## config.mk

```make
export PLATFORM = sky130hd
export DESIGN_NAME = kypd_scan_controller
export DESIGN_NICKNAME = d
export VERILOG_FILES = /design/src/rtl/kypd_scan_controller.sv
export SDC_FILE = /design/constraint.sdc
export NUM_CORES = 1
export LEC_CHECK = 0
export ABC_CLOCK_PERIOD_IN_PS = 12600
export CAP_MARGIN = 20
export CORE_UTILIZATION = 60
export DETAILED_ROUTE_END_ITERATION = 12
export GPL_TIMING_DRIVEN = 0
export PLACE_DENSITY = 0.81
export SLEW_MARGIN = 20
export SYNTH_ARGS = -nofsm -noshare
export SYNTH_HDL_FRONTEND = slang
export SYNTH_SLANG_ARGS = --single-unit
```

## constraint.sdc

```tcl
create_clock -name clk_i -period 12.6 [get_ports clk_i]
set_input_delay 2.52 -clock clk_i [delete_from_list [all_inputs] [get_ports clk_i]]
set_output_delay 2.52 -clock clk_i [all_outputs]
set_load 0.03 [all_outputs]
```

## src/rtl/kypd_scan_controller.sv

```systemverilog
// kypd_scan_controller
//   Scan sequencer for the Digilent KYPD 4x4 keypad. Drives one column low at
//   a time, samples the synchronized rows, rejects ghosted (multi-key) scans,
//   debounces the full-scan result and emits one press event per stable key.
//
// Ports
//   clk_i          system clock
//   rst_i          asynchronous active-high reset
//   col_o[3:0]     column drive, active-low, at most one bit low
//   row_i[3:0]     raw asynchronous row inputs, active-low (pulled up)
//   key_valid_o    press event pending
//   key_code_o     hex code of the pending event
//   key_ready_i    consumer accepts the pending event
//   key_pressed_o  level: a debounced single key is currently held
//   evt_drop_o     one-cycle pulse: an unaccepted event was overwritten
module kypd_scan_controller #(
    parameter int ColumnSettleCycles = 1000,
    parameter int DebounceScans      = 4,
    parameter int SyncStages         = 2
) (
    input  logic       clk_i,
    input  logic       rst_i,
    output logic [3:0] col_o,
    input  logic [3:0] row_i,
    output logic       key_valid_o,
    output logic [3:0] key_code_o,
    input  logic       key_ready_i,
    output logic       key_pressed_o,
    output logic       evt_drop_o
);

    // Elaboration-time parameter checks
    if (ColumnSettleCycles < SyncStages + 2) begin : g_bad_settle
        $error("ColumnSettleCycles must be at least SyncStages+2");
    end
    if (DebounceScans < 1) begin : g_bad_debounce
        $error("DebounceScans must be at least 1");
    end
    if (SyncStages < 2) begin : g_bad_sync
        $error("SyncStages must be at least 2");
    end

    localparam int SW = (ColumnSettleCycles > 1) ? $clog2(ColumnSettleCycles) : 1;
    localparam int MW = $clog2(DebounceScans + 1);
    localparam logic [SW-1:0] SETTLE_LAST = SW'(ColumnSettleCycles - 1);
    localparam logic [MW-1:0] MATCH_MAX   = MW'(DebounceScans);

    // Key codes indexed by latched-bit position {column, row}; entry i sits
    // at KEY_MAP[4*i +: 4]. Column 0 holds 1,4,7,0 for rows 0..3, and so on.
    localparam logic [63:0] KEY_MAP = {
        4'hD, 4'hC, 4'hB, 4'hA,   // column 3
        4'hE, 4'h9, 4'h6, 4'h3,   // column 2
        4'hF, 4'h8, 4'h5, 4'h2,   // column 1
        4'h0, 4'h7, 4'h4, 4'h1    // column 0
    };

    // Scan result encoding {none, code}; "none" always carries code 0 so
    // that equality compares are exact.
    localparam logic [4:0] CAND_NONE = 5'b1_0000;

    typedef enum logic [1:0] {
        ST_IDLE,
        ST_DRIVE,
        ST_SAMPLE,
        ST_EVAL
    } scan_state_t;

    // Complete scan position; a checker can bind to this single struct.
    typedef struct packed {
        scan_state_t state;
        logic [1:0]  col;
    } scan_pos_t;

    scan_pos_t     pos_q;
    logic [SW-1:0] settle_q;
    logic [15:0]   scan_bits_q;   // bit {col,row}, active-low as sampled
    logic [3:0]    sync_q [SyncStages];
    logic [3:0]    rows_s;

    // ------------------------------------------------------------------
    // Row synchronizers: plain flop chains, no input register. Reset to the
    // idle (pulled-up) level.
    // ------------------------------------------------------------------
    always_ff @(posedge clk_i or posedge rst_i) begin
        if (rst_i) begin
            for (int i = 0; i < SyncStages; i++) begin
                sync_q[i] <= 4'hF;
            end
        end else begin
            sync_q[0] <= row_i;
            for (int i = 1; i < SyncStages; i++) begin
                sync_q[i] <= sync_q[i-1];
            end
        end
    end

    assign rows_s = sync_q[SyncStages-1];

    // ------------------------------------------------------------------
    // Scan FSM. col_o is registered together with the next state so that
    // the column drive is aligned with the state it belongs to. ST_IDLE only
    // exists for the reset period; the first cycle after release is DRIVE(0).
    // ------------------------------------------------------------------
    always_ff @(posedge clk_i or posedge rst_i) begin
        if (rst_i) begin
            pos_q.state <= ST_IDLE;
            pos_q.col   <= 2'd0;
            settle_q    <= '0;
            col_o       <= 4'b1111;
            scan_bits_q <= 16'hFFFF;
        end else begin
            case (pos_q.state)
                ST_IDLE: begin
                    pos_q.state <= ST_DRIVE;
                    pos_q.col   <= 2'd0;
                    settle_q    <= '0;
                    col_o       <= 4'b1110;
                end
                ST_DRIVE: begin
                    if (settle_q == SETTLE_LAST) begin
                        pos_q.state <= ST_SAMPLE;
                    end else begin
                        settle_q <= settle_q + SW'(1);
                    end
                end
                ST_SAMPLE: begin
                    scan_bits_q[{pos_q.col, 2'b00} +: 4] <= rows_s;
                    settle_q <= '0;
                    if (pos_q.col == 2'd3) begin
                        pos_q.state <= ST_EVAL;
                        col_o       <= 4'b1111;
                    end else begin
                        pos_q.state <= ST_DRIVE;
                        pos_q.col   <= pos_q.col + 2'd1;
                        col_o       <= ~(4'b0001 << (pos_q.col + 2'd1));
                    end
                end
                ST_EVAL: begin
                    pos_q.state <= ST_DRIVE;
                    pos_q.col   <= 2'd0;
                    settle_q    <= '0;
                    col_o       <= 4'b1110;
                end
                default: begin
                    pos_q.state <= ST_IDLE;
                    col_o       <= 4'b1111;
                end
            endcase
        end
    end

    // ------------------------------------------------------------------
    // Scan evaluation: exactly one low bit gives a key, anything else is
    // "none" (covers both idle and ghosting patterns).
    // ------------------------------------------------------------------
    logic [4:0]    zero_cnt;
    logic [3:0]    hit_code;
    logic [4:0]    cand;
    logic [4:0]    prev_q;
    logic [4:0]    stable_q;
    logic [MW-1:0] match_q;
    logic [MW-1:0] match_nxt;
    logic          take;
    logic          emit;
    logic          in_eval;

    always_comb begin
        zero_cnt = '0;
        hit_code = '0;
        for (int i = 0; i < 16; i++) begin
            if (!scan_bits_q[i]) begin
                zero_cnt = zero_cnt + 5'd1;
                hit_code = KEY_MAP[i*4 +: 4];
            end
        end
        cand = (zero_cnt == 5'd1) ? {1'b0, hit_code} : CAND_NONE;
    end

    always_comb begin
        in_eval = (pos_q.state == ST_EVAL);
        if (cand == prev_q) begin
            match_nxt = (match_q == MATCH_MAX) ? match_q : match_q + MW'(1);
        end else begin
            match_nxt = MW'(1);
        end
        take = (match_nxt == MATCH_MAX) && (cand != stable_q);
        // Only transitions into a key produce an event; key -> none is silent.
        emit = take && !cand[4];
    end

    // ------------------------------------------------------------------
    // Debounce and event output.
    // Handshake: an event transfers on a clock edge where key_valid_o and
    // key_ready_i are both 1; key_ready_i is ignored while key_valid_o is 0.
    // A new event always wins the valid register: if the old one is being
    // accepted on the same edge it is simply replaced, otherwise it is lost
    // and evt_drop_o pulses for one cycle.
    // ------------------------------------------------------------------
    always_ff @(posedge clk_i or posedge rst_i) begin
        if (rst_i) begin
            prev_q        <= CAND_NONE;
            stable_q      <= CAND_NONE;
            match_q       <= '0;
            key_valid_o   <= 1'b0;
            key_code_o    <= 4'h0;
            key_pressed_o <= 1'b0;
            evt_drop_o    <= 1'b0;
        end else begin
            evt_drop_o <= 1'b0;
            if (in_eval) begin
                prev_q  <= cand;
                match_q <= match_nxt;
                if (take) begin
                    stable_q      <= cand;
                    key_pressed_o <= !cand[4];
                end
            end
            if (in_eval && emit) begin
                key_valid_o <= 1'b1;
                key_code_o  <= cand[3:0];
                evt_drop_o  <= key_valid_o && !key_ready_i;
            end else if (key_valid_o && key_ready_i) begin
                key_valid_o <= 1'b0;
            end
        end
    end

endmodule

```

==> metrics <==
Total GRT Usage=24.3%; Synth-to-Final Area Change=10.7%; row count=32; Hold WC Path Type=reg2reg; ANT nets after route=0; Post-Route Setup TNS=0 ns; Final Max Slew Viols=0; slowest stage cell, crit path=dfstp_2; placed cell area=0.00530 mm2; CP required=12.82 ns; DR vias/cell=5.76; Worst-path clk slew=0.07 ns; vias in the first global route=3807; share of layout cells above drive strength 1=16.9%; H-tree depth=3; first-pass GRT wire length=16900 um; CP max FO=9; worst slew pin tran=0.720 ns; Hold Fails Final Rpt=0; wirelength, routed=9970 um; PD cells=71.6 mW/mm2; clk_lat worst skew=0.33 ns; die height=93.3 um; register area share after synthesis=31.8%; Initial Util=63.4%; Critical Path Max Stage Delay=0.55 ns; fraction of registers with async set/reset=100%; CP endpoint kind=register; commonest non-fill, non-tap cell in the layout=nand2_1; Avg WL per Cell=14.6 um; outcome=finished clean; CP Class=reg2reg; pre-CTS setup slack=0.668 ns; number of synthesized flops with an enable pin=0; DR pass1 iterations=6; Yosys warning count=0; Avg Cell Area, Syn=9.18 um2; clock root buffer=clkbuf_8; Top cell by count, worst path=ha_1; CTS tree=built; worst rel slew slack=52.0%; Port Buffer Count=17; initial antenna violation count=0; commonest cells after routing, fill and taps aside=82 x nand2_1, 39 x o21ai_0, 37 x nor2_1; post-DP HPWL=7420 um; design area=0.00554 mm2; Initial DRC Count=154; Die Wd=93.3 um; Highest Clock Rate=84.6 MHz; # diodes=0; synthesized area=0.00500 mm2; Netlist cell types=69; max cap viols=0; full die area=0.00871 mm2; Most used DFF post-synth=dfrtp_1; Yosys reg bits=62; final setup margin=0.785 ns; NumNets Final=612; syn nets=583; number of fill cells=589; Worst EP arrival=12.03 ns; final count of negative-setup-slack endpoints=0; Final period util=93.8%; vias post-DR=3925; post-layout min period=11.81 ns; cells after synthesis=545; CTS buffer count=9; GP Congestion=0.849; core area=0.00789 mm2; Worst Clk Skew=0.00692 ns; CP startpoint kind=register; Leak Pwr=2.41 nW; Residual DRC=0; Peak VDD IR=87.3 uV; maximum buffer depth of the clock tree=2; largest net degree at the start of global routing=63; GR Overflow Total=0; I/O Pins=18; Sink Count=62
==> layer usage <==
layer / up-vias / wire length, um / GRT usage, %
met5: - / 0 / 0
met1: 1894 / 4610 / 30.6
met3: 19 / 251 / 3.41
met4: 0 / 221 / 8.85
met2: 68 / 4890 / 42.5
li1: 1944 / - / -
==> synthesized netlist by cell type (5+ instances only) <==
| library cell | count | area, um2 |
|---|---|---|
| dfrtp_1 | 32 | 801 |
| and3_1 | 8 | 50.1 |
| clkbuf_1 | 11 | 41.3 |
| nor3_1 | 6 | 30.0 |
| xor2_1 | 13 | 114 |
| mux2_2 | 5 | 56.3 |
| and2_1 | 5 | 31.3 |
| a21o_1 | 7 | 52.6 |
| buf_2 | 6 | 30.0 |
| a31oi_1 | 6 | 37.5 |
| xnor3_1 | 6 | 135 |
| o21ai_0 | 39 | 195 |
| nand3_1 | 18 | 90.1 |
| mux2_4 | 5 | 75.1 |
| a21oi_1 | 20 | 100 |
| xnor2_1 | 28 | 245 |
| nor2_1 | 37 | 139 |
| inv_1 | 28 | 105 |
| nand2b_1 | 11 | 68.8 |
| dfstp_2 | 30 | 788 |
| ha_1 | 31 | 388 |
| xnor2_2 | 7 | 114 |
| nand2_1 | 82 | 308 |
| nor2b_1 | 18 | 113 |
| mux2i_1 | 6 | 60.1 |
==> logic make-up after synthesis <==
| logic type | after synthesis | synth area share [%] |
|---|---|---|
| adder cells (fa/ha/maj) | 31 | 7.75 |
| flip-flops | 62 | 31.8 |
| AO/OA/AOI/OAI | 111 | 15.4 |
| AND/OR/NAND/NOR | 215 | 21.5 |
| XOR/XNOR | 61 | 15.3 |
| buffers and inverters | 48 | 4.05 |
| multiplexers | 17 | 4.28 |
==> area by class of cell <==
| cell class | instances | area, um2 | share of cell area, % |
|---|---|---|---|
| multi-input cells | 435 | 3220 | 58.2 |
| plain buffers | 20 | 97.6 | 1.76 |
| repair buffers | 18 | 178 | 3.21 |
| inverters | 28 | 108 | 1.94 |
| well taps | 102 | 128 | 2.30 |
| clock buffers | 12 | 145 | 2.62 |
| clock inverters | 4 | 70.1 | 1.26 |
| flip-flops and latches | 62 | 1590 | 28.7 |
==> where the power goes <==
part	total [W]	internal [W]	switching [W]	leakage [nW]
clock	0.000188	0.000116	0.0000714	0.110
combinational	0.00000585	0.00000183	0.00000402	1.56
sequential	0.000203	0.000202	0.00000107	0.744
total	0.000396	0.000320	0.0000765	2.41
==> metrics by stage <==
stage / total power, W / hold slack (ns) / instances / utilization (%)
finish: 0.000396 / 0.354 / 681 / 70.2
global route: 0.000408 / 0.356 / 681 / 70.2
CTS: 0.000400 / 0.356 / 680 / 70.0
detailed placement: 0.000212 / 0.347 / 664 / 67.2
global placement: 0.000212 / 0.346 / 664 / 67.2
floorplan: 0.000209 / 0.345 / 545 / -
==> worst paths after layout <==
kind                                             from  cells after the start  slack, ns                 endpoint
max                        scan_bits_q[0]$_DFFE_PP1P_                     60       0.79  stable_q[2]$_DFFE_PP0P_
min                               sync_q[4]$_DFF_PP1_                      0       0.35      rows_s[0]$_DFF_PP1_
max reg2reg                scan_bits_q[0]$_DFFE_PP1P_                     60       0.79  stable_q[2]$_DFFE_PP0P_
min reg2reg                       sync_q[4]$_DFF_PP1_                      0       0.35      rows_s[0]$_DFF_PP1_
max in group asynchronous                       rst_i                      2       9.46     pos_q[0]$_DFFE_PP0P_
min in group asynchronous                       rst_i                      2       2.66   match_q[0]$_DFFE_PP0P_
==> repair_timing <==
| item | in CTS | in global routing |
|---|---|---|
| setup buffers | 0 | 1 |
| setup endpoints to repair | 0 | 12 |
| hold buffers | 0 | 0 |
| gates resized for setup | 0 | 3 |
| endpoints found under the hold margin | 0 | 0 |
==> state kept, by name, summed over array words and instances (netlist names) <==
register / count
pos_q: 4
key_pressed_o: 1
rows_s: 4
key_valid_o: 1
stable_q: 5
prev_q: 5
evt_drop_o: 1
match_q: 3
scan_bits_q: 16
settle_q: 10
key_code_o: 4
sync_q: 4
col_o: 4
==> worst max-delay path: cells and delay by family, from the launching register on <==
family                   cells  cell delay (ns)
multiplexers                 4             1.21
AND/OR/NAND/NOR             24             3.04
AO/OA/AOI/OAI               13             2.31
XOR/XNOR                     1             0.23
adder cells (fa/ha/maj)     14             3.88
buffers and inverters        4             0.48
flip-flops                   1             0.55
(Power assumes the default switching activity.)
